[src/rtl/vec_add_seq.sv]
// Element-wise add sequencer: reads A/B at a shared address, writes A+B to the result memory.
// Build option VEC_ADD_SAT_EN: saturate the written sum instead of wrapping on carry-out.
module vec_add_seq #(
    parameter int unsigned AW     = 6,
    parameter int unsigned DW     = 8,
    parameter int unsigned RD_LAT = 1
) (
    input  logic          clk,
    input  logic          rst,
    input  logic          start,
    input  logic [AW-1:0] len_m1,
    output logic          busy,
    output logic          done,
    output logic          ovf,
    output logic          rd_en,
    output logic [AW-1:0] rd_addr,
    input  logic [DW-1:0] a_data,
    input  logic [DW-1:0] b_data,
    output logic          wr_en,
    output logic [AW-1:0] wr_addr,
    output logic [DW-1:0] wr_data
);

    typedef enum logic [1:0] {IDLE, READ, DRAIN, DONE} state_t;

    state_t state, state_nxt;

    logic [AW-1:0] len_q, len_nxt;
    logic          busy_nxt, done_nxt, ovf_nxt, rd_en_nxt, wr_en_nxt;
    logic [AW-1:0] rd_addr_nxt, wr_addr_nxt;
    logic [DW-1:0] wr_data_nxt;
    logic [DW:0]   sum_c;

    // Read-latency pipeline: one (valid, addr) entry per issued read.
    logic [RD_LAT-1:0]         pipe_vld;
    logic [RD_LAT-1:0][AW-1:0] pipe_addr;

    assign sum_c = {1'b0, a_data} + {1'b0, b_data};

    always_ff @(posedge clk) begin
        if (rst) state <= IDLE;
        else     state <= state_nxt;
    end

    always_ff @(posedge clk) begin
        if (rst) begin
            len_q     <= '0;
            busy      <= 1'b0;
            done      <= 1'b0;
            ovf       <= 1'b0;
            rd_en     <= 1'b0;
            rd_addr   <= '0;
            wr_en     <= 1'b0;
            wr_addr   <= '0;
            wr_data   <= '0;
            pipe_vld  <= '0;
            pipe_addr <= '0;
        end else begin
            len_q   <= len_nxt;
            busy    <= busy_nxt;
            done    <= done_nxt;
            ovf     <= ovf_nxt;
            rd_en   <= rd_en_nxt;
            rd_addr <= rd_addr_nxt;
            wr_en   <= wr_en_nxt;
            wr_addr <= wr_addr_nxt;
            wr_data <= wr_data_nxt;
            // Entry enters alongside the read it tracks; exits as the registered write.
            for (int unsigned i = 1; i < RD_LAT; i++) begin
                pipe_vld[i]  <= pipe_vld[i-1];
                pipe_addr[i] <= pipe_addr[i-1];
            end
            pipe_vld[0]  <= rd_en_nxt;
            pipe_addr[0] <= rd_addr_nxt;
        end
    end

    always_comb begin
        state_nxt   = state;
        len_nxt     = len_q;
        busy_nxt    = busy;
        done_nxt    = 1'b0;
        ovf_nxt     = ovf;
        rd_en_nxt   = 1'b0;
        rd_addr_nxt = rd_addr;
        wr_en_nxt   = pipe_vld[RD_LAT-1];
        wr_addr_nxt = wr_addr;
        wr_data_nxt = wr_data;

        if (pipe_vld[RD_LAT-1]) begin
            wr_addr_nxt = pipe_addr[RD_LAT-1];
`ifdef VEC_ADD_SAT_EN
            wr_data_nxt = sum_c[DW] ? {DW{1'b1}} : sum_c[DW-1:0];
`else
            wr_data_nxt = sum_c[DW-1:0];
`endif
            ovf_nxt     = ovf | sum_c[DW];
        end

        case (state)
            IDLE: begin
                if (start) begin
                    state_nxt   = READ;
                    len_nxt     = len_m1;
                    busy_nxt    = 1'b1;
                    ovf_nxt     = 1'b0;
                    rd_en_nxt   = 1'b1;
                    rd_addr_nxt = '0;
                end
            end
            READ: begin
                // Compare against the latched length so a full sweep never wraps early.
                if (rd_addr == len_q) begin
                    state_nxt = DRAIN;
                end else begin
                    rd_en_nxt   = 1'b1;
                    rd_addr_nxt = rd_addr + AW'(1);
                end
            end
            DRAIN: begin
                if (pipe_vld == '0) begin
                    state_nxt = DONE;
                    busy_nxt  = 1'b0;
                    done_nxt  = 1'b1;
                end
            end
            DONE: begin
                state_nxt = IDLE;
            end
            default: begin
                state_nxt = IDLE;
            end
        endcase
    end

endmodule
[config.mk]
export PLATFORM = sky130hd
export DESIGN_NAME = vec_add_seq
export DESIGN_NICKNAME = d
export VERILOG_FILES = /design/src/rtl/vec_add_seq.sv
export SDC_FILE = /design/constraint.sdc
export NUM_CORES = 1
export LEC_CHECK = 0
export CAP_MARGIN = 20
export CORE_MARGIN = 4
export CORE_UTILIZATION = 25
export DETAILED_ROUTE_END_ITERATION = 8
export GPL_ROUTABILITY_DRIVEN = 0
export PLACE_DENSITY = 0.59
export SYNTH_ARGS = -nofsm -noshare
export SYNTH_HDL_FRONTEND = slang
export SYNTH_SLANG_ARGS = --single-unit
export TNS_END_PERCENT = 5
[constraint.sdc]
create_clock -name clk -period 2.09 [get_ports clk]
set_input_delay 0.209 -clock clk [delete_from_list [all_inputs] [get_ports clk]]
set_output_delay 0.209 -clock clk [all_outputs]
set_load 0.005 [all_outputs]
==> results.cfg <==
[status]
status = complete, no violations

[setup_path]
cp.required_ns = 2.27
end_kind = flop
worst-setup-path-type = primary input to flop
arrival_ns = 2.05
startpoint_type = primary input
path_max_fanout = 2

[cells_and_area]
synthToLayoutAreaGrowth_pct = 42.2
fillerInstances = 663
final_common_cell = clkdlybuf4s50_1
fin_util_pct = 37.4
nNetsFinal = 283
fin_cells = 323
drive_above_1_share_pct = 8.94
n_antenna_cell = 0
layout_common_cells = clkdlybuf4s50_1 (49), dfxtp_1 (33), nand2_1 (22)

[detailed_routing]
ant_nets = 0
vias = 1487
first_iter_violations = 70
vias_per_cell = 4.60
drt_pass1_iterations = 5
routed_wl_um = 4060
route.detailed.drc = 0
wl_per_cell_um = 12.6

[timing]
worst_pin_slew_ns = 0.396
skew_ns = 0.00856
rsz0062_at_grt = false
relSlewSlack_pct = 73.6
setup_tns_ns = 0
max_freq_ghz = 0.535
setup_viol = 0
timing.final.crit_share_pct = 89.5
period_minus_slack_ns = 1.87
maxSlewViolCount = 0
hold_viol_final = 0

[power_and_ir_drop]
irDropWorstVdd_mv = 0.360
cellLeakagePower_nw = 0.976
p_total_mw = 2.33
p_per_area_nw_per_um2 = 966

[placement]
dp_cells = 315
dp_hpwl_um = 3100
io_buffer_count = 49

[logic_synthesis]
netlist_instances = 191
async_reset_ff_share_pct = 0
synth_nets = 229
synth-edff-count = 0
synthDistinctLibCells = 39
seq_area_frac_synth_pct = 38.9
synth.cell_area_sq_um = 1700
ys_ff_latch = 33
synth_ff_type = dfxtp_1
yosysWarnings = 0
avgSynthCellArea_sq_um = 8.89

[clocking]
clock-root-buffer = clkbuf_8
postCtsHoldBufs = 0
numCtsBuffers = 5
clkSinkCount = 33
h-tree-depth = 2
cts_tree = yes
postCtsSetupRepairBufs = 0
clock_latency_ns = 0.29
clock_path_buffers = 2
cts_resized = 0
clk_pin_slew_ns = 0.07

[job]
maxCapViolCount = 0

[hold_path]
hold_path_class = primary input to flop

[die]
die_h_um = 90.4
rows = 29
start_util_pct = 26.3
core_region_area_sq_um = 6460
die_area_sq_um = 8170
die_w_um = 90.4
io_pins = 50

[global_routing]
grt_max_degree = 31
grtUsageTotal_pct = 10.4
grt_pass1_vias = 1423
grt_pass1_wl_um = 6750
antenna_found_initial = 0
gr-total-overflow = 0
[synth_stat cells (2+ instances only)]
| master | n | area share [%] |
|---|---|---|
| ha_1 | 12 | 8.8 |
| nand2_2 | 3 | 1.1 |
| dfxtp_1 | 33 | 39 |
| a31oi_1 | 3 | 1.1 |
| nor2b_1 | 2 | 0.74 |
| nand2_1 | 22 | 4.9 |
| a211oi_1 | 3 | 1.3 |
| and2_1 | 2 | 0.74 |
| o21bai_1 | 2 | 0.88 |
| buf_2 | 2 | 0.59 |
| nand3_1 | 5 | 1.5 |
| nor4_1 | 3 | 1.1 |
| xor2_1 | 7 | 3.6 |
| xnor2_1 | 3 | 1.5 |
| mux2i_1 | 11 | 6.5 |
| a21oi_1 | 16 | 4.7 |
| nor2_1 | 17 | 3.8 |
| nor3b_1 | 2 | 0.88 |
| inv_1 | 8 | 1.8 |
| o21ai_0 | 6 | 1.8 |
| nor4b_1 | 2 | 1.0 |
| clkbuf_1 | 6 | 1.3 |
| a32o_1 | 4 | 2.4 |
| o21a_1 | 2 | 0.88 |
[logic make-up (layout without fill, tap and decap cells)]
kind of cell | count (synthesis) | in the layout | synth area share, %
AND/OR/NAND/NOR | 65 | 65 | 19.1
AO/OA/AOI/OAI | 41 | 41 | 15.8
multiplexers | 11 | 11 | 6.49
flip-flops | 33 | 33 | 38.9
XOR/XNOR | 10 | 10 | 5.16
adder cells (fa/ha/maj) | 13 | 13 | 10.0
buffers and inverters | 18 | 73 | 4.57
[sequential cells by signal (all words and copies together) (netlist names)]
| signal | flops |
|---|---|
| state | 2 |
| done | 1 |
| len_q | 6 |
| wr_data | 8 |
| wr_addr | 6 |
| ovf | 1 |
| wr_en | 1 |
| pipe_vld | 1 |
| busy | 1 |
| pipe_addr | 6 |
[area by class of cell]
class / instances / area [sq um] / share of cell area, %
clock buffers: 7 / 86.3 / 3.58
repair buffers: 57 / 551 / 22.8
clock inverters: 1 / 30.0 / 1.24
flip-flops and latches: 33 / 661 / 27.4
multi-input cells: 140 / 960 / 39.8
inverters: 8 / 30.0 / 1.24
well taps: 77 / 96.3 / 3.99
[power by group]
part / internal (mW) / leakage [nW] / switching [mW]
clock: 0.389 / 0.0585 / 0.235
sequential: 0.727 / 0.269 / 0.0618
combinational: 0.448 / 0.649 / 0.471
[worst max-delay path, stage by stage]
cell and delay (ns):
clkdlybuf4s50_1 0.40, ha_1 0.22, fa_1 0.39, a21oi_1 0.21, o21ai_0 0.16, a21oi_1 0.20, xnor2_1 0.08, a22o_1 0.19
[per-layer routing]
layer | up-vias | share of wire (%) | global-route usage, %
met4 | 0 | 1.4 | 3.83
met1 | 665 | 47 | 13.0
met5 | - | 0 | 0
met2 | 40 | 46 | 15.8
li1 | 776 | - | -
met3 | 6 | 6.3 | 4.50
[through the flow]
step           hold slack (ns)  area [sq um]  setup slack (ns)
6_report                 0.459          2410             0.220
5_1_grt                  0.466          2410            0.0877
4_1_cts                  0.447          2410             0.229
3_5_place_dp             0.466          2300           -0.0918
3_3_place_gp             0.458          2300           -0.0544
2_1_floorplan            0.292          1700             0.397
[path summary, 6_finish.rpt]
| path | startpoint | endpoint | slack, ns | depth (start not counted) |
|---|---|---|---|---|
| setup / recovery | a_data[0] | wr_data[6] | 0.22 | 8 |
| hold / removal | len_m1[0] | len_q[0] | 0.46 | 3 |
| setup reg to reg | pipe_addr[3] | pipe_addr[0] | 0.28 | 6 |
| hold reg to reg | len_q[5] | len_q[5] | 0.47 | 2 |
No activity file was read; power rests on OpenSTA's default activity.
